### config.mk
export PLATFORM = sky130hd
export DESIGN_NAME = mult_shift_add8
export DESIGN_NICKNAME = d
export VERILOG_FILES = /design/src/rtl/mult_pkg.sv /design/src/rtl/mult_control.sv /design/src/rtl/mult_shift_add8.sv
export SDC_FILE = /design/constraint.sdc
export NUM_CORES = 1
export LEC_CHECK = 0
export ABC_CLOCK_PERIOD_IN_PS = 3700
export CAP_MARGIN = 25
export CORE_MARGIN = 1
export CORE_UTILIZATION = 42
export DETAILED_ROUTE_END_ITERATION = 6
export PLACE_DENSITY = 0.73
export SLEW_MARGIN = 40
export SYNTH_ARGS = -nofsm -noshare
export SYNTH_HDL_FRONTEND = slang
export SYNTH_SLANG_ARGS = --single-unit
### constraint.sdc
create_clock -name Clk -period 3.7 [get_ports Clk]
set_input_delay 0.74 -clock Clk [delete_from_list [all_inputs] [get_ports Clk]]
set_output_delay 0.74 -clock Clk [all_outputs]
set_load 0.005 [all_outputs]
### src/rtl/mult_pkg.sv
// mult_pkg: shared state encoding and widths for the shift-add multiplier.
package mult_pkg;
    typedef enum logic [1:0] {IDLE, ADD, SHIFT, DONE} state_t;
    localparam int MULT_W = 8;
    localparam logic [2:0] LAST_STEP = 3'd7;
endpackage

### src/rtl/mult_control.sv
// mult_control: run edge detect, ADD/SHIFT sequencing and step counter for the multiplier.
module mult_control
    import mult_pkg::*;
(
    input  logic Clk,
    input  logic Reset_n,
    input  logic Run,
    input  logic ClearA_LoadB,
    output logic ld_b,
    output logic ld_s,
    output logic clr_a,
    output logic add_en,
    output logic shift_en,
    output logic sub,
    output logic busy
);
    state_t state, state_nx;
    logic [2:0] cnt, cnt_nx;
    logic run_q;
    // run_q resets high so a Run held through reset is not seen as an edge
    always_ff @(posedge Clk or negedge Reset_n) begin
        if (!Reset_n) begin
            state <= IDLE;
            cnt   <= '0;
            run_q <= 1'b1;
        end else begin
            state <= state_nx;
            cnt   <= cnt_nx;
            run_q <= Run;
        end
    end
    always_comb begin
        state_nx = state;
        cnt_nx   = cnt;
        case (state)
            IDLE:  if (ld_s) begin
                       state_nx = ADD;
                       cnt_nx   = '0;
                   end
            ADD:   state_nx = SHIFT;
            SHIFT: if (cnt == LAST_STEP) state_nx = DONE;
                   else begin
                       cnt_nx   = cnt + 3'd1;
                       state_nx = ADD;
                   end
            DONE:  if (!Run) state_nx = IDLE;
        endcase
    end
    assign ld_b     = state == IDLE && ClearA_LoadB;
    assign ld_s     = state == IDLE && !ClearA_LoadB && Run && !run_q;
    assign clr_a    = ld_b || ld_s;
    assign add_en   = state == ADD;
    assign shift_en = state == SHIFT;
    assign busy     = state == ADD || state == SHIFT;
    assign sub      = busy && cnt == LAST_STEP;
endmodule

### src/rtl/mult_shift_add8.sv
// mult_shift_add8: X/A/B/S registers and adder operand muxing for an 8x8 signed shift-add multiply.
module mult_shift_add8
    import mult_pkg::*;
(
    input  logic              Clk,
    input  logic              Reset_n,
    input  logic              Run,
    input  logic              ClearA_LoadB,
    input  logic [MULT_W-1:0] Sw,
    output logic [MULT_W-1:0] add_a,
    output logic [MULT_W-1:0] add_b,
    output logic              add_cin,
    input  logic [MULT_W-1:0] add_s,
    input  logic              add_cout,
    output logic [MULT_W-1:0] Aval,
    output logic [MULT_W-1:0] Bval,
    output logic              X,
    output logic              busy
);
    logic [MULT_W-1:0] a, b, s;
    logic ld_b, ld_s, clr_a, add_en, shift_en, sub;
    mult_control u_ctrl (
        .Clk          (Clk),
        .Reset_n      (Reset_n),
        .Run          (Run),
        .ClearA_LoadB (ClearA_LoadB),
        .ld_b         (ld_b),
        .ld_s         (ld_s),
        .clr_a        (clr_a),
        .add_en       (add_en),
        .shift_en     (shift_en),
        .sub          (sub),
        .busy         (busy)
    );
    // Final step subtracts S because the multiplier MSB carries negative weight
    assign add_a   = a;
    assign add_b   = sub ? ~s : s;
    assign add_cin = sub;
    assign Aval    = a;
    assign Bval    = b;
    always_ff @(posedge Clk or negedge Reset_n) begin
        if (!Reset_n) begin
            a <= '0;
            b <= '0;
            s <= '0;
            X <= 1'b0;
        end else begin
            if (ld_b) b <= Sw;
            if (ld_s) s <= Sw;
            if (clr_a) begin
                a <= '0;
                X <= 1'b0;
            end else if (add_en && b[0]) begin
                a <= add_s;
                X <= a[MULT_W-1] ^ add_b[MULT_W-1] ^ add_cout;
            end else if (shift_en) begin
                a <= {X, a[MULT_W-1:1]};
                b <= {a[0], b[MULT_W-1:1]};
            end
        end
    end
endmodule

---- Word level (Yosys, flattened, before mapping) ----
Index checks and enable logic that the tools add are counted.
word-level totals
  logic and storage cells ................. 51
  register bits after elaboration ......... 31
  output and inout bits ................... 35
  input port bits ......................... 21
operators by class
  bitwise logic cells ..................... 3
  reduce and logical (&&, ||, !) cells .... 16
  add/sub/neg operators ................... 1
  multiplexer cells ....................... 17
  eq/ne operators ......................... 7
operators by type and width
  cell                   count
  $mux W8                8
  $not A8 Y8             1
  $pmux W2 S4            1
  $logic_and A1 B1 Y1    6
  $mux W2                3
  $mux W3                2
  $pmux W3 S2            1
  $eq A2 B2 Y1 const B   2
  $ne A2 B2 Y1 const B   2
  $reduce_bool A2 Y1     2
  $add A3 B1 Y3 const B  1
  $eq A3 B3 Y1 const B   1
  $reduce_and A3 Y1      1
  $reduce_bool A3 Y1     1
  $eq A2 B1 Y1 const B   1
  $logic_not A1 Y1       2
  $logic_not A2 Y1       1
  $logic_or A1 B1 Y1     2
  $mux W1                2
  $ne A2 B1 Y1 const B   1
  $reduce_and A2 Y1      1
  $xor A1 B1 Y1          2

---- Longest topological paths before layout ----
  word-level depth ........................ 8
  depth in mapped cells ................... 7
  mapped depth without buffers ............ 6

---- Cells and area by module ----
Synthesis repeated with hierarchy kept, for this count alone.
second synthesis, totals
  cells, all modules ...................... 147
  area total of the unflattened synthesis .. 1764.2 µm²
modules (own cells, without submodules)
  module           area each (µm²)  times used  cells an instance
  mult_shift_add8  1322.5           1           102
  mult_control     441.7            1           45

---- Worst setup path after synthesis ----
Ideal clock, no wire load.
  path kind ............................... register -> output
  start point ............................. register u_ctrl.state[0]
  end point ............................... output port add_b[0]
  path buffers ............................ 0
  data arrival time ....................... 1145 ps
  data required time ...................... 2960 ps
  cell stages (with the launch flop) ...... 5
  path slack .............................. 1815 ps
  cell sequence ........................... dfrtp_1 inv_1 ha_1 nand2_2 xnor2_1
between the ends
  word-level cells in the longest chain between the ends .. 4
  elaborated cells on any way between the ends .. 5
RTL lines
  what                                          line                   source
  start: declaration                            mult_control.sv:17     state_t state, state_nx;
  start signal: assignment                      mult_control.sv:27     state <= state_nx;
  $eq A2 B1 Y1 or $eq A2 B2 Y1 (tied branches)  mult_control.sv:54     assign busy = state == ADD || state == SHIFT;
  $logic_or A1 B1 Y1 *                          mult_control.sv:54
  net busy                                      mult_shift_add8.sv:18  output logic busy
  $logic_and A1 B1 Y1 *                         mult_control.sv:55     assign sub = busy && cnt == LAST_STEP;
  $mux W8 *                                     mult_shift_add8.sv:37  assign add_b = sub ? ~s : s;
  end: declaration                              mult_shift_add8.sv:11  output logic [MULT_W-1:0] add_b,
The timed path passes the listed nets; every way through them passes the cells marked *.

---- Final worst setup path ----
  start point ............................. register u_ctrl.state[0]
  end point ............................... output port add_b[7]
between the ends
  word-level cells in the longest chain between the ends .. 4
  elaborated cells on any way between the ends .. 5
RTL lines
  what                                          line
  $eq A2 B1 Y1 or $eq A2 B2 Y1 (tied branches)  mult_control.sv:54
  $logic_or A1 B1 Y1 *                          mult_control.sv:54
  $logic_and A1 B1 Y1 *                         mult_control.sv:55
  $mux W8 *                                     mult_shift_add8.sv:37
Every way passes the cells marked *; elsewhere a longest branch is shown, timed or not.

==> reports/qor.yml <==
cells_and_area:
  antenna_cells: 0
  drive_gt1_share_pct: 17.80
  syn_to_final_growth_pct: 37.93
  stdcell_count: 239
  final_util_pct: 62.29
  fin_area_um2: 2366
  fin_nets: 217
routing:
  drc: 0
  wire_per_inst_um: 14.85
  ant_nets: 0
  routed-via-count: 1166
  wl_um: 3550
  drtIter0Drc: 42
  dr.pass1.iters: 2
  viasPerCell: 4.879
pwr:
  switching_share_pct: 31.71
  p_sw_uw: 628.4
  p_total_mw: 1.982
  pwr-share-comb_pct: 51.2
  p_seq_share_pct: 31.5
  ir_worst_vdd_mv: 0.3590
  power.density_nw_per_um2: 837.5
  internal_power_mw: 1.353
  power_leakage_nw: 1.031
  power_frac_clock_pct: 17.2
clocking:
  postCtsHoldBufs: 0
  tritoncts: "done"
  cts_buffers: 5
  h-tree-depth: 2
  path_clk_slew_ns: 0.06
  cts_setup_buffers: 0
  cts.repair.resized: 0
  clkLatencyLatePin_ns: 0.29
  clock_sinks: 31
  cts-root-buf: "clkbuf_8"
  cts_buffer_depth: 2
synth:
  synth_area_leader_cell: "dfrtp_1"
  syn_area_per_cell_um2: 12.34
  synth_edf_count: 0
  synth_commonest_cells: "dfrtp_1, mux2_1, mux2i_1, nor2_1"
  synth_top_area_share_pct: 43.76
  synthesis.area_um2: 1715
  yosys-top-cells-area: "dfrtp_1, mux2_4, mux2_1"
  syn_inst: 139
  ys_seq_area_share_pct: 45.30
  yosysWarningCount: 0
  ys_ff_latch: 31
  async_flop_share_pct: 100.0
  synth_most_common_cell: "dfrtp_1"
  syn-num-nets: 166
  ys.flop_type: "dfrtp_1"
  synth.distinct_cells: 31
sta:
  rsz0062_at_grt: "false"
  min_period_ns: 2.867
  max_freq_mhz: 348.9
  slew_headroom_pct: 51.19
  finalHoldViolCount: 0
  tightest_slew_ns: 0.7322
  skew_ns: 0.01007
  fin_tns_setup_ns: 0
  drv_slew: 0
  period_share_pct: 77.47
  setup_viol: 0
worst_setup_path:
  crit_family: "buffers and inverters"
  required_ns: 2.96
  critPathSlowestCell: "clkdlybuf4s50_1"
  critPathArrivalTime_ns: 2.13
  cp_max_fo: 9
  critPathKind: "reg2out"
  crit_path_start_kind: "flop"
  endpoint_kind: "output port"
  path_cells: "inv_1 > ha_1 > nand2_2 > xnor2_2 > clkdlybuf4s50_1"
  crit_buf_inv: 2
  critical_path.max_stage_delay_ns: 0.53
placement:
  port_buffers: 55
  dp_hpwl_um: 2642
  placedCellCount: 231
  gp_congestion: 0.7313
  dpl-instance-area_um2: 2248
global_route:
  grt_pass1_vias: 1251
  grtUsageTotal_pct: 19.28
  grt_max_degree: 32
  grt-ovfl-total: 0
  antenna_found_initial: 0
  grt_pass1_wl_um: 5996
floorplanning:
  die_height_um: 65.91
  initial_core_util_pct: 45.16
  dieWidth_um: 65.91
  core-area_um2: 3799
  die-area_um2: 4344
  rows: 22
  ios: 56
flow_run:
  max_cap_violations: 0
min_path:
  hold_class: "reg2reg"
status:
  status: "finished, final reports clean"
==> worst paths after layout <==
| path | endpoint | depth (start not counted) | startpoint | slack, ns |
|---|---|---|---|---|
| min reg2reg | s[5] | 1 | s[5] | 0.51 |
| max in group asynchronous | u_ctrl.run_q | 2 | Reset_n | 2.53 |
| min | s[5] | 1 | s[5] | 0.51 |
| min in group asynchronous | Aval[7] | 2 | Reset_n | 0.83 |
| max reg2reg | u_ctrl.cnt[0] | 5 | u_ctrl.state[0] | 1.64 |
| max | add_b[7] | 5 | u_ctrl.state[0] | 0.83 |
==> power by group through the flow <==
stage               registers, mW  clock network (mW)  logic [mW]
global placement            0.620                   0        1.00
detailed placement          0.628                   0        1.03
floorplan                   0.605                   0       0.638
CTS                         0.624               0.349        1.03
finish                      0.624               0.342        1.02
global route                0.646               0.366        1.11
==> worst reg2reg max path, cell delays in order (launching register included) <==
cell and delay (ns):
dfrtp_1 0.43, inv_1 0.11, ha_1 0.64, o21ai_1 0.19, a21oi_2 0.25, mux2_1 0.34
==> layout make-up <==
cell class / instances / area (um2)
Clock inverter: 2 / 35.03
Inverter: 6 / 22.52
Timing Repair Buffer: 56 / 558.0
Tap cell: 48 / 60.06
Clock buffer: 6 / 82.58
Sequential cell: 31 / 777.0
Fill cell: 308 / 1433
Multi-Input combinational cell: 90 / 830.8
==> flip-flops by register name, summed over array words and instances (netlist names) <==
register and count:
u_ctrl.run_q 1, s 8, X 1, u_ctrl.state 2
Bval 8, u_ctrl.cnt 3, Aval 8
==> logic make-up (layout without fill, tap and decap cells) <==
logic type                 after synthesis  count (layout)  synth area share (%)
AOI/OAI and AO/OA                       17              17                 7.148
xor gates and xnor gates                10              10                 5.544
adders and majority gates                6               6                 4.376
buffers and inverters                   18              70                 6.273
DFF                                     31              31                 45.30
muxes                                   35              35                 24.00
and+or+nand+nor                         22              22                 7.367
==> metrics by stage <==
stage	hold WS [ns]	setup slack (ns)
finish	0.5101	0.8334
global route	0.5453	0.6967
CTS	0.5121	0.7951
detailed placement	0.4987	1.123
global placement	0.4893	1.151
floorplan	0.4444	1.815
==> cell usage in the layout (no fill, tap or decap), types with 2 or more instances in the layout <==
master,synthesis,layout
nand2_2,3,3
a21oi_1,3,3
clkbuf_8,0,6
nand2_1,4,4
dfrtp_1,30,30
mux2_4,8,8
inv_1,5,5
a211oi_1,8,8
ha_1,6,6
xnor2_1,8,8
mux2_2,7,7
nor2b_1,2,2
mux2i_1,10,10
clkdlybuf4s50_1,0,55
nor2_1,10,10
mux2_1,10,10
==> per-layer routing <==
layer	track usage, %	wire (um)
met5	0	0
met3	3.621	99
met2	32.02	1791
met1	22.76	1583
met4	11.96	75
No activity file was read; power rests on OpenSTA's default activity.
